## src/rtl/bsg_thermometer_ramp.sv

```systemverilog
// Slew-limited thermometer generator: walks a registered thermometer code one unit per cycle toward an accepted target.
// Optional macro BSG_THERMOMETER_RAMP_JUMP_EN adds jump_i, which loads the target level in a single cycle.
module bsg_thermometer_ramp #(
  parameter int width_p    = 16,
  parameter int lg_width_p = $clog2(width_p+1)
) (
  input  logic                  clk_i,
  input  logic                  reset_i,
  input  logic [lg_width_p-1:0] count_i,
  input  logic                  v_i,
`ifdef BSG_THERMOMETER_RAMP_JUMP_EN
  input  logic                  jump_i,
`endif
  output logic                  ready_o,
  output logic [width_p-1:0]    thermo_o,
  output logic [lg_width_p-1:0] count_o,
  output logic                  busy_o,
  output logic                  done_o
);

  localparam logic [1:0] idle_s = 2'd0;
  localparam logic [1:0] ramp_s = 2'd1;
  localparam logic [1:0] done_s = 2'd2;

  localparam logic [lg_width_p-1:0] max_lvl = lg_width_p'(width_p);
  localparam logic [lg_width_p-1:0] one_lvl = lg_width_p'(1);

  logic [1:0]            state_r, state_n;
  logic [lg_width_p-1:0] level_r, level_n;
  logic [lg_width_p-1:0] target_r, target_n;
  logic [width_p-1:0]    thermo_r;
  logic [lg_width_p-1:0] req_tgt;
  logic                  accept;
  logic                  jump;

`ifdef BSG_THERMOMETER_RAMP_JUMP_EN
  assign jump = jump_i;
`else
  assign jump = 1'b0;
`endif

  function automatic logic [lg_width_p-1:0] step_toward(
    input logic [lg_width_p-1:0] cur,
    input logic [lg_width_p-1:0] tgt
  );
    if (cur < tgt)      return cur + one_lvl;
    else if (cur > tgt) return cur - one_lvl;
    else                return cur;
  endfunction

  function automatic logic [width_p-1:0] thermo_of(input logic [lg_width_p-1:0] lvl);
    logic [width_p-1:0] m;
    m = '0;
    for (int i = 0; i < width_p; i++) m[i] = (i < int'(lvl));
    return m;
  endfunction

  assign req_tgt = (count_i > max_lvl) ? max_lvl : count_i;
  assign ready_o = (state_r == idle_s);
  assign accept  = v_i & ready_o;

  // The accept edge already takes the first step, so a one-unit move lands directly in DONE.
  always_comb begin
    state_n  = state_r;
    level_n  = level_r;
    target_n = target_r;
    case (state_r)
      idle_s: begin
        if (accept) begin
          target_n = req_tgt;
          if (jump || (req_tgt == level_r)) begin
            level_n = req_tgt;
            state_n = done_s;
          end else begin
            level_n = step_toward(level_r, req_tgt);
            state_n = (level_n == req_tgt) ? done_s : ramp_s;
          end
        end
      end
      ramp_s: begin
        level_n = step_toward(level_r, target_r);
        if (level_n == target_r) state_n = done_s;
      end
      done_s:  state_n = idle_s;
      default: state_n = idle_s;
    endcase
  end

  always_ff @(posedge clk_i or posedge reset_i) begin
    if (reset_i) begin
      state_r  <= idle_s;
      level_r  <= '0;
      target_r <= '0;
      thermo_r <= '0;
    end else begin
      state_r  <= state_n;
      level_r  <= level_n;
      target_r <= target_n;
      thermo_r <= thermo_of(level_n);
    end
  end

  assign thermo_o = thermo_r;
  assign count_o  = level_r;
  assign busy_o   = (state_r == ramp_s);
  assign done_o   = (state_r == done_s);

endmodule

```

## config.mk

```make
export PLATFORM = sky130hd
export DESIGN_NAME = bsg_thermometer_ramp
export DESIGN_NICKNAME = d
export VERILOG_FILES = /design/src/rtl/bsg_thermometer_ramp.sv
export SDC_FILE = /design/constraint.sdc
export NUM_CORES = 1
export LEC_CHECK = 0
export CAP_MARGIN = 20
export CORE_ASPECT_RATIO = 1.2
export CORE_MARGIN = 3
export CORE_UTILIZATION = 34
export CTS_BUF_LIST = sky130_fd_sc_hd__clkbuf_16
export CTS_CLUSTER_DIAMETER = 50
export DETAILED_ROUTE_END_ITERATION = 10
export PLACE_DENSITY_LB_ADDON = 0.05
export SETUP_SLACK_MARGIN = 0.2
export SYNTH_ARGS = -nofsm -noshare
export SYNTH_HDL_FRONTEND = slang
export SYNTH_SLANG_ARGS = --single-unit
```

## constraint.sdc

```tcl
create_clock -name clk_i -period 8.25 [get_ports clk_i]
set_clock_uncertainty 0.05 [all_clocks]
set_input_delay 1.65 -clock clk_i [delete_from_list [all_inputs] [get_ports clk_i]]
set_output_delay 1.65 -clock clk_i [all_outputs]
set_load 0.01 [all_outputs]
```

; ---- Word level (Yosys, flattened, before mapping)
; Cells that the tools add are included.
[totals]
word_cells = 55
reg_bits = 28
output_inout_bits = 24
[classes]
n_mux = 17
n_eq_ne = 7
n_reduce_logical = 3
n_addsub = 2
bitwise = 1
n_lt_le_gt_ge = 21
[ops]
columns = operator, count
row1 = 5-bit 2-to-1 mux, 11
row2 = 4-bit by 5-bit < comparator with 1-bit output (first input constant), 8
row3 = 3-bit by 5-bit < comparator with 1-bit output (first input constant), 4
row4 = 5-bit == test, 3
row5 = 5-bit > comparator, 2
row6 = 1-bit by 5-bit < comparator with 1-bit output (first input constant), 2
row7 = 2-bit by 5-bit < comparator with 1-bit output (first input constant), 2
row8 = 5-bit < comparator, 2
row9 = 5-bit one-hot mux with 2 select lines, 1
row10 = 2-bit 2-to-1 mux, 4
row11 = 5-bit by 1-bit adder with 5-bit output (second input constant), 1
row12 = 5-bit > comparator (second input constant), 1
row13 = 5-bit by 1-bit subtractor with 5-bit output (second input constant), 1
row14 = 2-bit by 1-bit != test with 1-bit output (second input constant), 2
row15 = 2-bit one-hot mux with 2 select lines, 1
row16 = 2-bit AND reduction, 2
row17 = 2-bit by 1-bit == test with 1-bit output (second input constant), 1
row18 = 2-bit == test (second input constant), 1
row19 = 2-bit logical NOT, 1
row20 = 1-bit bitwise AND, 1

; ---- Depth between registers and ports, before layout
[depth]
word_depth = 13
depth_mapped = 13

; ---- Worst setup path before layout
; No wires, ideal clock.
[synth_timing]
path_type = input -> register
from = input port count_i[4]
to = register state_r[0]
path_slack_ns = 4.342
setup_ns = 0.121
t_arrival_ns = 3.737
path_stages = 11
t_required_ns = 8.079
path_cell_list = inv_1 > nand2_1 > ha_1 > a21o_1 > a21oi_1 > nand2_2 > mux2_2 > xnor2_1 > nor4_1 > a21oi_1 > a22o_1
[synth_between]
elab_chain_len = 13
word_cells_on_any_way = 15
classes_between = order compare: 3 / eq/ne: 2 / mux: 10
[synth_lines]
columns = element, line_no
row1 = from (decl), 9  ; input logic [lg_width_p-1:0] count_i,
row2 = 5-bit > comparator, 58  ; assign req_tgt = (count_i > max_lvl) ? max_lvl : count_i;
row3 = 5-bit 2-to-1 mux *, 58
row4 = 5-bit > comparator, 47  ; else if (cur > tgt) return cur - one_lvl;
row5 = 5-bit 2-to-1 mux, 47
row6 = 5-bit 2-to-1 mux, 46  ; if (cur < tgt) return cur + one_lvl;
row7 = 5-bit 2-to-1 mux, 71  ; if (jump || (req_tgt == level_r)) begin
row8 = 5-bit 2-to-1 mux, 69  ; if (accept) begin
row9 = 5-bit 2-to-1 mux, 67  ; case (state_r)
row10 = 5-bit == test, 76  ; state_n = (level_n == req_tgt) ? done_s : ramp_s;
row11 = 2-bit 2-to-1 mux, 76
row12 = 2-bit 2-to-1 mux *, 71
row13 = 2-bit 2-to-1 mux *, 69
row14 = 2-bit one-hot mux with 2 select lines *, 67
row15 = to (signal assigned), 91  ; state_r <= idle_s;
row16 = to (signal assigned), 96  ; state_r <= state_n;
row17 = to (decl), 28  ; logic [1:0] state_r, state_n;
; Every way passes the cells marked *; elsewhere a longest branch is shown, timed or not. The select of a mux whose other input is x is not followed.
; A chain may end at the register's enable or synchronous reset.

; ---- Final worst setup path
[layout_timing]
from = input port count_i[4]
to = register thermo_r[5] (netlist: thermo_o[5])
[layout_between]
elab_chain_len = 12
word_cells_on_any_way = 14
classes_between = order compare: 4 / eq/ne: 1 / mux: 9
[layout_lines]
columns = element, line_no
row1 = 5-bit > comparator, 58
row2 = 5-bit 2-to-1 mux *, 58
row3 = 5-bit > comparator, 47
row4 = 5-bit 2-to-1 mux, 47
row5 = 5-bit 2-to-1 mux, 46
row6 = 5-bit 2-to-1 mux, 71
row7 = 5-bit 2-to-1 mux, 69
row8 = 5-bit 2-to-1 mux, 67
row9 = 5-bit 2-to-1 mux *, 71
row10 = 5-bit 2-to-1 mux *, 69
row11 = 5-bit one-hot mux with 2 select lines *, 67
row12 = 3-bit by 5-bit < comparator with 1-bit output *, 54  ; for (int i = 0; i < width_p; i++) m[i] = (i < int'(lvl));
row13 = to (signal assigned), 99  ; thermo_r <= thermo_of(level_n);
row14 = to (decl), 31  ; logic [width_p-1:0] thermo_r;
; Marked as above.

==> flow_summary_export.csv <==
group,metric,value,unit
cts,cts.sinks,27,
synthesis,yosysTopAreaCell,"dfrtp_1",
routing,vias_per_cell,5.15,
cells_and_area,final_nets,284,
sta,slew_viol_final,0,
synthesis,netlist_area,2060,sq um
hold_path,hp-class,"register to register",
setup_path,cp_slowest_cell,"clkdlybuf4s50_1",
place,io_buffers,31,
floorplan,fp-row-count,30,
synthesis,synth_top_family_by_area,"compound AO/OA/AOI/OAI gates",
setup_path,cp_max_fo,10,
global_routing,grt_usage,17.1,%
place,dpl_worst_slack,3.26,ns
place,dp.final_hpwl,4.36,mm
setup_path,rr_startpoint,"count_o[2]$_DFF_PP0_",
global_routing,grt_max_degree,28,
floorplan,dieArea,7020,sq um
global_routing,antenna_found_initial,0,
sta,finalCritPeriodShare,56.9,%
sta,tightest_slew,0.695,ns
cts,cts_setup_buffers,0,
global_routing,grt_pass1_vias,1889,
synthesis,synth_edf_count,0,
synthesis,ys.flop_type,"dfrtp_1",
cells_and_area,antenna_cells,0,
synthesis,yosysMostFrequentCell,"nand2_1",
routing,wirelength,5.61,mm
setup_path,crit_family,"compound AO/OA/AOI/OAI gates",
synthesis,synth_cells,237,
setup_path,worstPathRequired,8.33,ns
setup_path,endpoint_kind,"register",
global_routing,grt_pass1_wl,9.65,mm
synthesis,yosysWarnings,0,
synthesis,synth_top_area_share,32.8,%
cts,cts_buffers,3,
routing,ant_nets,0,
floorplan,dieWidth,77.0,um
floorplan,core,5740,sq um
sta,layout_min_cycle_time,4.69,ns
sta,rsz0062_at_grt,"no",
cts,insertion_delay,0.26,ns
cts,clockBufferDepth,2,
routing,vias,1765,
synthesis,synth_cell_types,55,
routing,wire_per_inst,16.4,um
setup_path,critPathLaunchType,"input pin",
job,maxCapViolCount,0,
synthesis,synth_xor_area_share,8.09,%
cts,cts_resized,0,
setup_path,worstPathCellList,"clkdlybuf4s50_1, inv_1, nand2_1, ha_1, a21o_1, a21oi_1, nand2_2, mux2i_1, xnor2_1, a211oi_4, and2_1, o21ai_1",
sta,slew_headroom,53.3,%
sta,fin_ws,3.56,ns
synthesis,ys_ff_latch,27,
hold_path,hold_start,"target_r[3]$_DFFE_PP0P_",
setup_path,critPathLaunch,"count_i[4]",
synthesis,synthTopCellsByCount,"nand2_1 (30), dfrtp_1 (27), inv_1 (19), o21ai_0 (18), a21oi_1 (17)",
sta,fmax,0.213,GHz
floorplan,initial_core_util,35.8,%
cts,cts_tree,"built",
synthesis,synth_fp_nets,257,
routing,drt_iter0_markers,78,
cts,h-tree-depth,1,
cells_and_area,area_growth,21.5,%
routing,drtPass1Iterations,4,
synthesis,ys_async_sr_fraction,100,%
routing,drc,0,
sta,setup_violations,0,
cts,cts_root_buffer,"clkbuf_16",
synthesis,synth_compound_area_share,20.4,%
cts,clk_pin_slew_worst_paths,0.06,ns
setup_path,crit_type,"input pin to register",
cts,cts-hold-fix-buffers,0,
synthesis,muxShareOfSynthArea,5.47,%
cells_and_area,drive_gt1_share,7.98,%
setup_path,worstPathArrival,4.77,ns
synthesis,yosysSeqAreaShare,32.8,%
place,gp_congestion,0.848,
synthesis,yosys.area_share.simple,18.8,%
synthesis,synth.area.top_cells,"dfrtp_1 (33%), ha_1 (7.3%), xnor2_1 (6.4%)",
floorplan,ioPinCount,32,
global_routing,gr-total-overflow,0,
run_status,outcome,"finished, final reports clean",
floorplan,die_y,91.2,um
sta,hold_viol,0,
sta,fin_setup_tns,0,ns
setup_path,critPathMaxStageDelay,0.51,ns
synthesis,synthAdderAreaFrac,7.30,%
setup_path,path_buf_inv,2,
synthesis,syn_area_per_cell,8.68,sq um
-- area by class of cell --
cell class / instances / area (sq um)
Clock inverter: 1 / 3.75
Fill cell: 602 / 3240
Timing Repair Buffer: 32 / 338
Clock buffer: 3 / 75.1
Tap cell: 80 / 100
Sequential cell: 27 / 676
Multi-Input combinational cell: 181 / 1230
Inverter: 19 / 71.3
-- registers in the layout, indices dropped and copies added, names as in the netlist --
register	flops
thermo_o	15
count_o	5
target_r	5
state_r	2
-- cell usage in the layout, fill, tap and decap left out, types with 4 or more instances in the layout --
master / Yosys / layout
a21o_1: 4 / 4
inv_1: 19 / 20
xnor2_1: 15 / 15
nor2_1: 10 / 10
nor3_1: 5 / 5
dfrtp_1: 27 / 27
mux2i_1: 6 / 6
ha_1: 12 / 12
nand3_1: 8 / 8
clkdlybuf4s50_1: 0 / 31
nor2b_1: 4 / 4
xor2_1: 4 / 4
o21ai_0: 18 / 18
a21oi_1: 17 / 17
nand2_1: 30 / 30
-- kinds of logic (layout without fill, tap and decap cells) --
family / count (synthesis) / count (layout)
AND/OR/NAND/NOR: 77 / 77
AO/OA/AOI/OAI: 63 / 63
buffers and inverters: 29 / 55
flip-flops: 27 / 27
XOR/XNOR: 19 / 19
adder cells (fa/ha/maj): 12 / 12
multiplexers: 10 / 10
-- layer usage --
metal | global-route usage (%) | share of wire, %
met5 | 0 | 0
met4 | 4.75 | 1.6
met3 | 2.08 | 3.0
met2 | 29.6 | 50
met1 | 22.2 | 45
-- worst paths after layout --
check / to / slack [ns] / depth (start not counted)
setup reg to reg: thermo_o[5]$_DFF_PP0_ / 4.90 / 9
min in group asynchronous: target_r[0]$_DFFE_PP0P_ / 1.56 / 2
setup / recovery: thermo_o[5]$_DFF_PP0_ / 3.56 / 12
hold reg to reg: target_r[3]$_DFFE_PP0P_ / 0.49 / 2
hold / removal: target_r[3]$_DFFE_PP0P_ / 0.49 / 2
max in group asynchronous: count_o[2]$_DFF_PP0_ / 6.19 / 3
-- worst min-delay path, cell delays in order (launching register included) --
cell and delay (ns):
dfrtp_1 0.38, nand2_1 0.06, o21ai_0 0.07
-- stage by stage --
stage | hold slack [ns] | utilization (%) | instances | cell area, sq um
3_3_place_gp | 0.489 | 41.7 | 338 | 2390
4_1_cts | 0.519 | 43.0 | 342 | 2470
6_report | 0.494 | 43.5 | 343 | 2500
3_5_place_dp | 0.503 | 41.7 | 338 | 2390
5_1_grt | 0.557 | 43.5 | 343 | 2500
2_1_floorplan | 0.442 | - | 237 | 2060
Power is not shown: default switching activity piles up to over one toggle a cycle in this logic, so the estimate is an artifact.
